[config.mk]
export PLATFORM = sky130hd
export DESIGN_NAME = xor32_stream_descrambler
export DESIGN_NICKNAME = d
export VERILOG_FILES = /design/src/rtl/xor32_stream_descrambler.sv
export SDC_FILE = /design/constraint.sdc
export NUM_CORES = 1
export LEC_CHECK = 0
export BUFFER_PORTS_ARGS = -buffer_cell sky130_fd_sc_hd__buf_2
export CAP_MARGIN = 0
export CORE_AREA = 2 2 61 121
export CTS_CLUSTER_DIAMETER = 200
export DETAILED_ROUTE_END_ITERATION = 10
export DIE_AREA = 0 0 63 123
export GPL_TIMING_DRIVEN = 0
export PLACE_DENSITY = 0.91
export SLEW_MARGIN = 20
export SYNTH_ARGS = -nofsm -noshare
export SYNTH_HDL_FRONTEND = slang
export SYNTH_SLANG_ARGS = --single-unit
[constraint.sdc]
create_clock -name Clk -period 3.3 [get_ports Clk]
set_input_delay 0.33 -clock Clk [delete_from_list [all_inputs] [get_ports Clk]]
set_output_delay 0.33 -clock Clk [all_outputs]
set_load 0.02 [all_outputs]
[src/rtl/xor32_stream_descrambler.sv]
// rtl/xor32_stream_descrambler.sv - 32-bit LFSR keystream XOR descrambler, valid/ready in and out
// Optional word counter output: define XOR32_DESCR_WORDCNT_EN.
module xor32_stream_descrambler #(
   parameter logic [31:0] POLY  = 32'h04C11DB7,
   parameter logic [31:0] SEED  = 32'hFFFFFFFF,
   parameter int unsigned STEPS = 4
) (
   input  logic        Clk,
   input  logic        Rst,
   input  logic        SeedLoad,
   input  logic [31:0] SeedIn,
   input  logic        InValid,
   output logic        InReady,
   input  logic [31:0] InData,
   output logic        OutValid,
   input  logic        OutReady,
   output logic [31:0] OutData,
   output logic        Busy
`ifdef XOR32_DESCR_WORDCNT_EN
   ,
   output logic [31:0] WordCount
`endif
);

   typedef enum logic {
      IDLE = 1'b0,
      ADV  = 1'b1
   } state_t;

   localparam logic [4:0] CNT_LOAD = 5'(STEPS - 1);

   state_t      state_q, state_d;
   logic [31:0] key_q, key_d;
   logic [4:0]  cnt_q, cnt_d;
   logic        out_valid_q, out_valid_d;
   logic [31:0] out_data_q, out_data_d;
   logic [31:0] key_step;
   logic        in_ready;
   logic        accept;

   assign key_step = {key_q[30:0], ^(key_q & POLY)};
   assign in_ready = (state_q == IDLE) && !SeedLoad && (!out_valid_q || OutReady);
   assign accept   = InValid && in_ready;

   always_comb begin
      state_d     = state_q;
      key_d       = key_q;
      cnt_d       = cnt_q;
      out_valid_d = out_valid_q;
      out_data_d  = out_data_q;

      if (out_valid_q && OutReady) begin
         out_valid_d = 1'b0;
      end
      // Accept uses the un-advanced key; a same-edge drain is overridden here.
      if (accept) begin
         out_valid_d = 1'b1;
         out_data_d  = InData ^ key_q;
      end

      if (SeedLoad) begin
         key_d   = (SeedIn == 32'h0) ? SEED : SeedIn;
         state_d = IDLE;
         cnt_d   = 5'd0;
      end else begin
         case (state_q)
            IDLE: begin
               if (accept) begin
                  cnt_d   = CNT_LOAD;
                  state_d = ADV;
               end
            end
            ADV: begin
               key_d = key_step;
               if (cnt_q == 5'd0) begin
                  state_d = IDLE;
               end else begin
                  cnt_d = cnt_q - 5'd1;
               end
            end
            default: state_d = IDLE;
         endcase
      end
   end

   always_ff @(posedge Clk) begin
      if (Rst) begin
         state_q     <= IDLE;
         key_q       <= SEED;
         cnt_q       <= 5'd0;
         out_valid_q <= 1'b0;
         out_data_q  <= 32'h0;
      end else begin
         state_q     <= state_d;
         key_q       <= key_d;
         cnt_q       <= cnt_d;
         out_valid_q <= out_valid_d;
         out_data_q  <= out_data_d;
      end
   end

`ifdef XOR32_DESCR_WORDCNT_EN
   logic [31:0] word_cnt_q, word_cnt_d;

   always_comb begin
      word_cnt_d = word_cnt_q;
      if (SeedLoad) begin
         word_cnt_d = 32'h0;
      end else if (accept) begin
         word_cnt_d = word_cnt_q + 32'h1;
      end
   end

   always_ff @(posedge Clk) begin
      if (Rst) begin
         word_cnt_q <= 32'h0;
      end else begin
         word_cnt_q <= word_cnt_d;
      end
   end

   assign WordCount = word_cnt_q;
`endif

   assign InReady  = in_ready;
   assign OutValid = out_valid_q;
   assign OutData  = out_data_q;
   assign Busy     = (state_q == ADV);

endmodule

==> out/results.ini, run 1 <==
[synthesis]
ys_async_sr_fraction_pct=0
ys_warn_count=0
syn_inst=409
synth_cell_types=35
ys_ff_latch=71
synthFlopType=dfxtp_1
syn_avg_cell_area_um2=8.95
syn_nets=479
ys_seq_area_share_pct=38.9
synth_edf_count=0
netlist_area_um2=3660

[clocking]
clk_path_buf_depth=2
cts-buffers-inserted=9
worstSkewPairLatency_ns=0.33
clkTransAtPathRegs_ns=0.06
postCtsSetupBuffers=0
cts_sinks=71
post_cts_resize_count=0
cts_hold_buf=0
root_buffer=clkbuf_16
htree_levels=3
cts_tree=built

[sta]
period_minus_slack_ns=2.04
rsz0062_at_grt=no
tightestPinTransition_ns=0.600
fin_tns_setup_ns=0
maxSlewViolCount=0
timing.final.hold_violations=0
clock_skew_ns=0.00580
fin_crit_sh_pct=61.9
slew_headroom_pct=60.0
max_freq_mhz=489
setup_violations=0

[floorplan]
rows=43
fp.dieH_um=123
ios=104
start_util_pct=53.5
die_w_um=63
core_um2=6830
die-area_um2=7750

[placed_design]
hpwl_mm=7.08
port_buffers=103
place.gp.congestion=0.837

[route]
avgViaCountPerCell=5.56
drt_first_pass_iters=4
drt_first_iter_violations=131
drc=0
antenna_left=0
vias=3428
routedWlPerCell_um=15.3
drt-total-wl_mm=9.42

[global_routing]
grt_use_met3_pct=5.82
grt_overflow=0
grt_max_degree=12
grt_use_met1_pct=27.2
track_usage_pct=24.6
antenna_found_initial=0
grt_pass1_wl_mm=14.8
grt.met2_usage_pct=43.5
grt_pass1_vias=3255
busiest_layer=met2

[critical_path]
cp_max_fo=10
rr_worst_depth=6
worst_ep_arrival_time_ns=2.28
end_kind=flop
cp.required_ns=3.54
start_kind=flop
critPathKind=flop to flop

[finish]
area_growth_pct=25.3
diodes=0
fin_nets=593
drive_above_1_share_pct=24.1

[power_and_ir_drop]
power_mw=2.33
power.density_nw_per_um2=508
leakage_nw=1.87
max-vdd-ir-drop_uv=407

[hold_path]
worst_hold_path_type=primary input to flop
worstHoldPathCells=3

[flow_run]
timing.max_cap.violations=0

[outcome]
status=complete, no violations

cells in the final DEF, fill, tap and decap left out, drive strengths merged:
master	count
xnor3	2
nor2b	62
nor3	2
clkbuf	39
a2111oi	1
nand2b	1
nand4	2
o311a	1
nor4	8
inv	2
a211o	31
and2b	1
xor2	1
clkinv	1
ha	1
nand2	3
o21bai	1
a221o	1
a21o	32
or4b	1
a311oi	1
a211oi	32
a21oi	1
o21a	1
bufinv	1
xnor2	42
and2	2
o21ai	31
buf	111
nand3	2
dfxtp	71
and3	3
clkinvlp	1
nor2	35
worst max-delay path: stages (launching register included):
cell and delay (ns):
dfxtp_1 0.38, nor2_1 0.24, and3_1 0.21, clkbuf_1 0.22
clkbuf_1 0.50, nor2_1 0.13, a211oi_1 0.28
worst paths after layout:
check,start,end,slack (ns)
max reg2reg,Busy,OutData[14],1.26
min,InData[18],OutData[18],0.29
max,Busy,OutData[14],1.26
min reg2reg,cnt_q[4],cnt_q[4],0.46
per-layer routing:
metal	vias to the layer above	routed length (um)
met2	149	4760
met3	20	620
met5	-	0
li1	1682	-
met4	0	259
met1	1577	3780
synth_stat cells (2+ instances only):
master / instances / share of area [%]
buf_6: 2 / 0.62
buf_2: 5 / 0.68
nor4_1: 8 / 1.4
xnor3_1: 2 / 1.2
dfxtp_1: 71 / 39
nor2_1: 35 / 3.6
o21ai_0: 31 / 4.2
a21o_1: 32 / 6.6
and3_1: 3 / 0.51
nand4_1: 2 / 0.34
nand2_1: 3 / 0.31
a211oi_1: 32 / 6.6
xnor2_1: 42 / 10
a211o_1: 30 / 7.2
nor3_1: 2 / 0.27
nand3_1: 2 / 0.27
nor2b_1: 62 / 11
inv_1: 2 / 0.21
clkbuf_1: 27 / 2.8
power by group:
group          total, mW  leakage (nW)  switching, mW  internal (mW)
clock network      0.969         0.145          0.348          0.620
registers          0.959         0.586         0.0449          0.914
logic              0.401          1.14          0.203          0.198
registers in the layout (all words and copies together), names as in the netlist:
signal	cells
OutData	32
key_q	32
cnt_q	5
Busy	1
OutValid	1
layout make-up:
cell class	instances	area, um^2
timing repair buffer	103	515
sequential	71	1420
buffer	35	153
multi-input combinational	301	2080
tap	90	113
inverter	2	7.51
clock buffer	12	256
fill	562	2250
clock inverter	3	42.5
through the flow:
stage	cell area (um^2)	hold WS, ns	worst slack [ns]	std cells	util, %
3_3_place_gp	4290	0.421	1.41	602	62.7
2_1_floorplan	3660	0.410	1.66	409	-
4_1_cts	4590	0.285	1.28	617	67.1
6_report	4590	0.291	1.26	617	67.1
3_5_place_dp	4290	0.449	1.29	602	62.7
5_1_grt	4590	0.297	1.10	617	67.1
logic make-up after synthesis:
group | synth area share [%]
AOI/OAI and AO/OA | 26.6
xor gates and xnor gates | 11.5
adders and majority gates | 0.342
buffers and inverters | 4.38
DFF | 38.9
and+or+nand+nor | 18.3
Note: power is estimated with default switching activity, not from simulation.
==> run 2: changes to the inputs <==
- CORE_AREA: 2 2 61 121 -> 2 2 63 124
- DIE_AREA: 0 0 63 123 -> 0 0 65 126
- PLACE_DENSITY: 0.91 -> 0.87
- clock period: 3.3 -> 1.9 ns (I/O delays scaled with it)
==> out/results.ini, run 2 (synthesis results as in run 1) <==
[route]
antenna_left=0  ; unchanged
drt-total-wl_mm=9.76  ; +3.6%
drc=0  ; unchanged
drt_first_pass_iters=4  ; unchanged
avgViaCountPerCell=5.50  ; -1.1%
drt_first_iter_violations=221  ; +69%
routedWlPerCell_um=15.7  ; +3.1%
vias=3408  ; -0.58%

[clocking]
htree_levels=3  ; unchanged
clk_path_buf_depth=2  ; unchanged
cts-buffers-inserted=9  ; unchanged
cts_tree=built
clkTransAtPathRegs_ns=0.06  ; about the same
worstSkewPairLatency_ns=0.33  ; about the same
cts_sinks=71  ; unchanged
cts_hold_buf=0  ; unchanged
root_buffer=clkbuf_16

[floorplan]
ios=104  ; unchanged
die_w_um=65  ; +3.2%
start_util_pct=50.7  ; -2.8 points
fp.dieH_um=126  ; +2.4%
die-area_um2=8190  ; +5.7%
rows=44  ; +2.3%
core_um2=7210  ; +5.5%

[global_routing]
grt_pass1_vias=3474  ; +6.7%
grt.met2_usage_pct=46.3  ; +2.8 points
grt_use_met1_pct=25.4  ; -1.8 points
grt_pass1_wl_mm=15.9  ; +7.8%
busiest_layer=met2
antenna_found_initial=0  ; unchanged
grt_overflow=0  ; unchanged
grt_max_degree=13  ; +1
grt_use_met3_pct=4.82  ; -1.0 points
track_usage_pct=25.2  ; +0.67 points

[critical_path]
start_kind=flop
critPathKind=flop to flop
end_kind=flop
cp.required_ns=2.14  ; -1.40 ns
cp_max_fo=10  ; unchanged
worst_ep_arrival_time_ns=2.07  ; -0.21 ns

[placed_design]
hpwl_mm=7.62  ; +7.8%
port_buffers=103  ; unchanged
dp_slack_ns=0.0360  ; -1.26 ns
post_dp_cell_area_um2=4290  ; about the same
place.gp.congestion=0.933  ; +11%

[power_and_ir_drop]
max-vdd-ir-drop_uv=583  ; +43%
leakage_nw=1.89  ; +1.1%
power.density_nw_per_um2=928  ; +83%

[sta]
rsz0062_at_grt=yes
setup_violations=0  ; unchanged
whs_ns=0.150  ; -0.141 ns
tightestPinTransition_ns=0.521  ; -0.0793 ns
clock_skew_ns=0.00540  ; -0.000392 ns
slew_headroom_pct=65.3  ; +5.3 points
fin_ws_ns=0.0688  ; -1.19 ns
fin_tns_setup_ns=0  ; unchanged
timing.final.hold_violations=0  ; unchanged
period_minus_slack_ns=1.83  ; -0.213 ns
maxSlewViolCount=0  ; unchanged
max_freq_mhz=546  ; +12%
fin_crit_sh_pct=96.4  ; +34 points

[finish]
drive_above_1_share_pct=24.4  ; +0.33 points
multi_input_area_um2=2080  ; unchanged
layout_commonest_cell=buf_2
fill_cells=601  ; +6.9%
area_growth_pct=26.8
final_cell_area_um2=4640  ; +1.2%
layout_common_cells=buf_2 (107), dfxtp_1 (71), nor2b_1 (62), xnor2_1 (42), nor2_1 (35)
post-route-util_pct=64.3  ; -2.8 points
diodes=0  ; unchanged
fin_nets=593  ; unchanged
register_area_um2=1420  ; unchanged

[outcome]
status=complete, no violations

[flow_run]
timing.max_cap.violations=0  ; unchanged

[hold_path]
worst_hold_path_type=primary input to flop

## run 2: metrics by stage
| step | power, mW | std cells |
|---|---|---|
| 4_1_cts | 4.33 | 620 |
| 2_1_floorplan | 2.15 | 409 |
| 5_1_grt | 4.46 | 620 |
| 3_5_place_dp | 2.39 | 604 |
| 6_report | 4.31 | 620 |
| 3_3_place_gp | 2.37 | 604 |
## run 2: worst paths after layout
path                   start          end  slack, ns  cells after the start
setup / recovery        Busy  OutData[18]       0.07                      6
hold / removal    InData[22]  OutData[22]       0.15                      3
setup reg to reg        Busy  OutData[18]       0.07                      6
hold reg to reg     cnt_q[4]     cnt_q[4]       0.45                      2
## run 2: what timing repair did
item | CTS | global route
hold endpoints to repair | 0 | 0
setup buffers | 0 | 0
setup endpoints to repair | 0 | 27
gates resized for setup | 0 | 4
## run 2: worst max-delay path, stage by stage (launching register included)
cell	delay, ns
dfxtp_1	0.38
nor2_1	0.22
and3_1	0.18
clkbuf_1	0.19
clkbuf_1	0.43
nor2_1	0.09
a211oi_1	0.25
## run 2: power breakdown
| group | switching, mW | internal (mW) | leakage [nW] |
|---|---|---|---|
| clock | 0.628 | 1.32 | 0.162 |
| combinational | 0.349 | 0.345 | 1.14 |
| sequential | 0.0795 | 1.59 | 0.586 |
| total | 1.06 | 3.25 | 1.89 |
## run 2: metal layers
layer  part of all wire [%]  vias up
li1                       -     1671
met1                     35     1606
met2                     56      103
met3                    4.9       28
met4                    4.4        0
met5                      0        -
## run 2: layout make-up
type | instances | area share (%)
buffer | 35 | 3.37
clock buffer | 11 | 5.23
clock inverter | 5 | 2.26
inverter | 2 | 0.162
multi-input combinational | 301 | 44.8
sequential | 71 | 30.6
tap | 92 | 2.48
timing repair buffer | 103 | 11.1
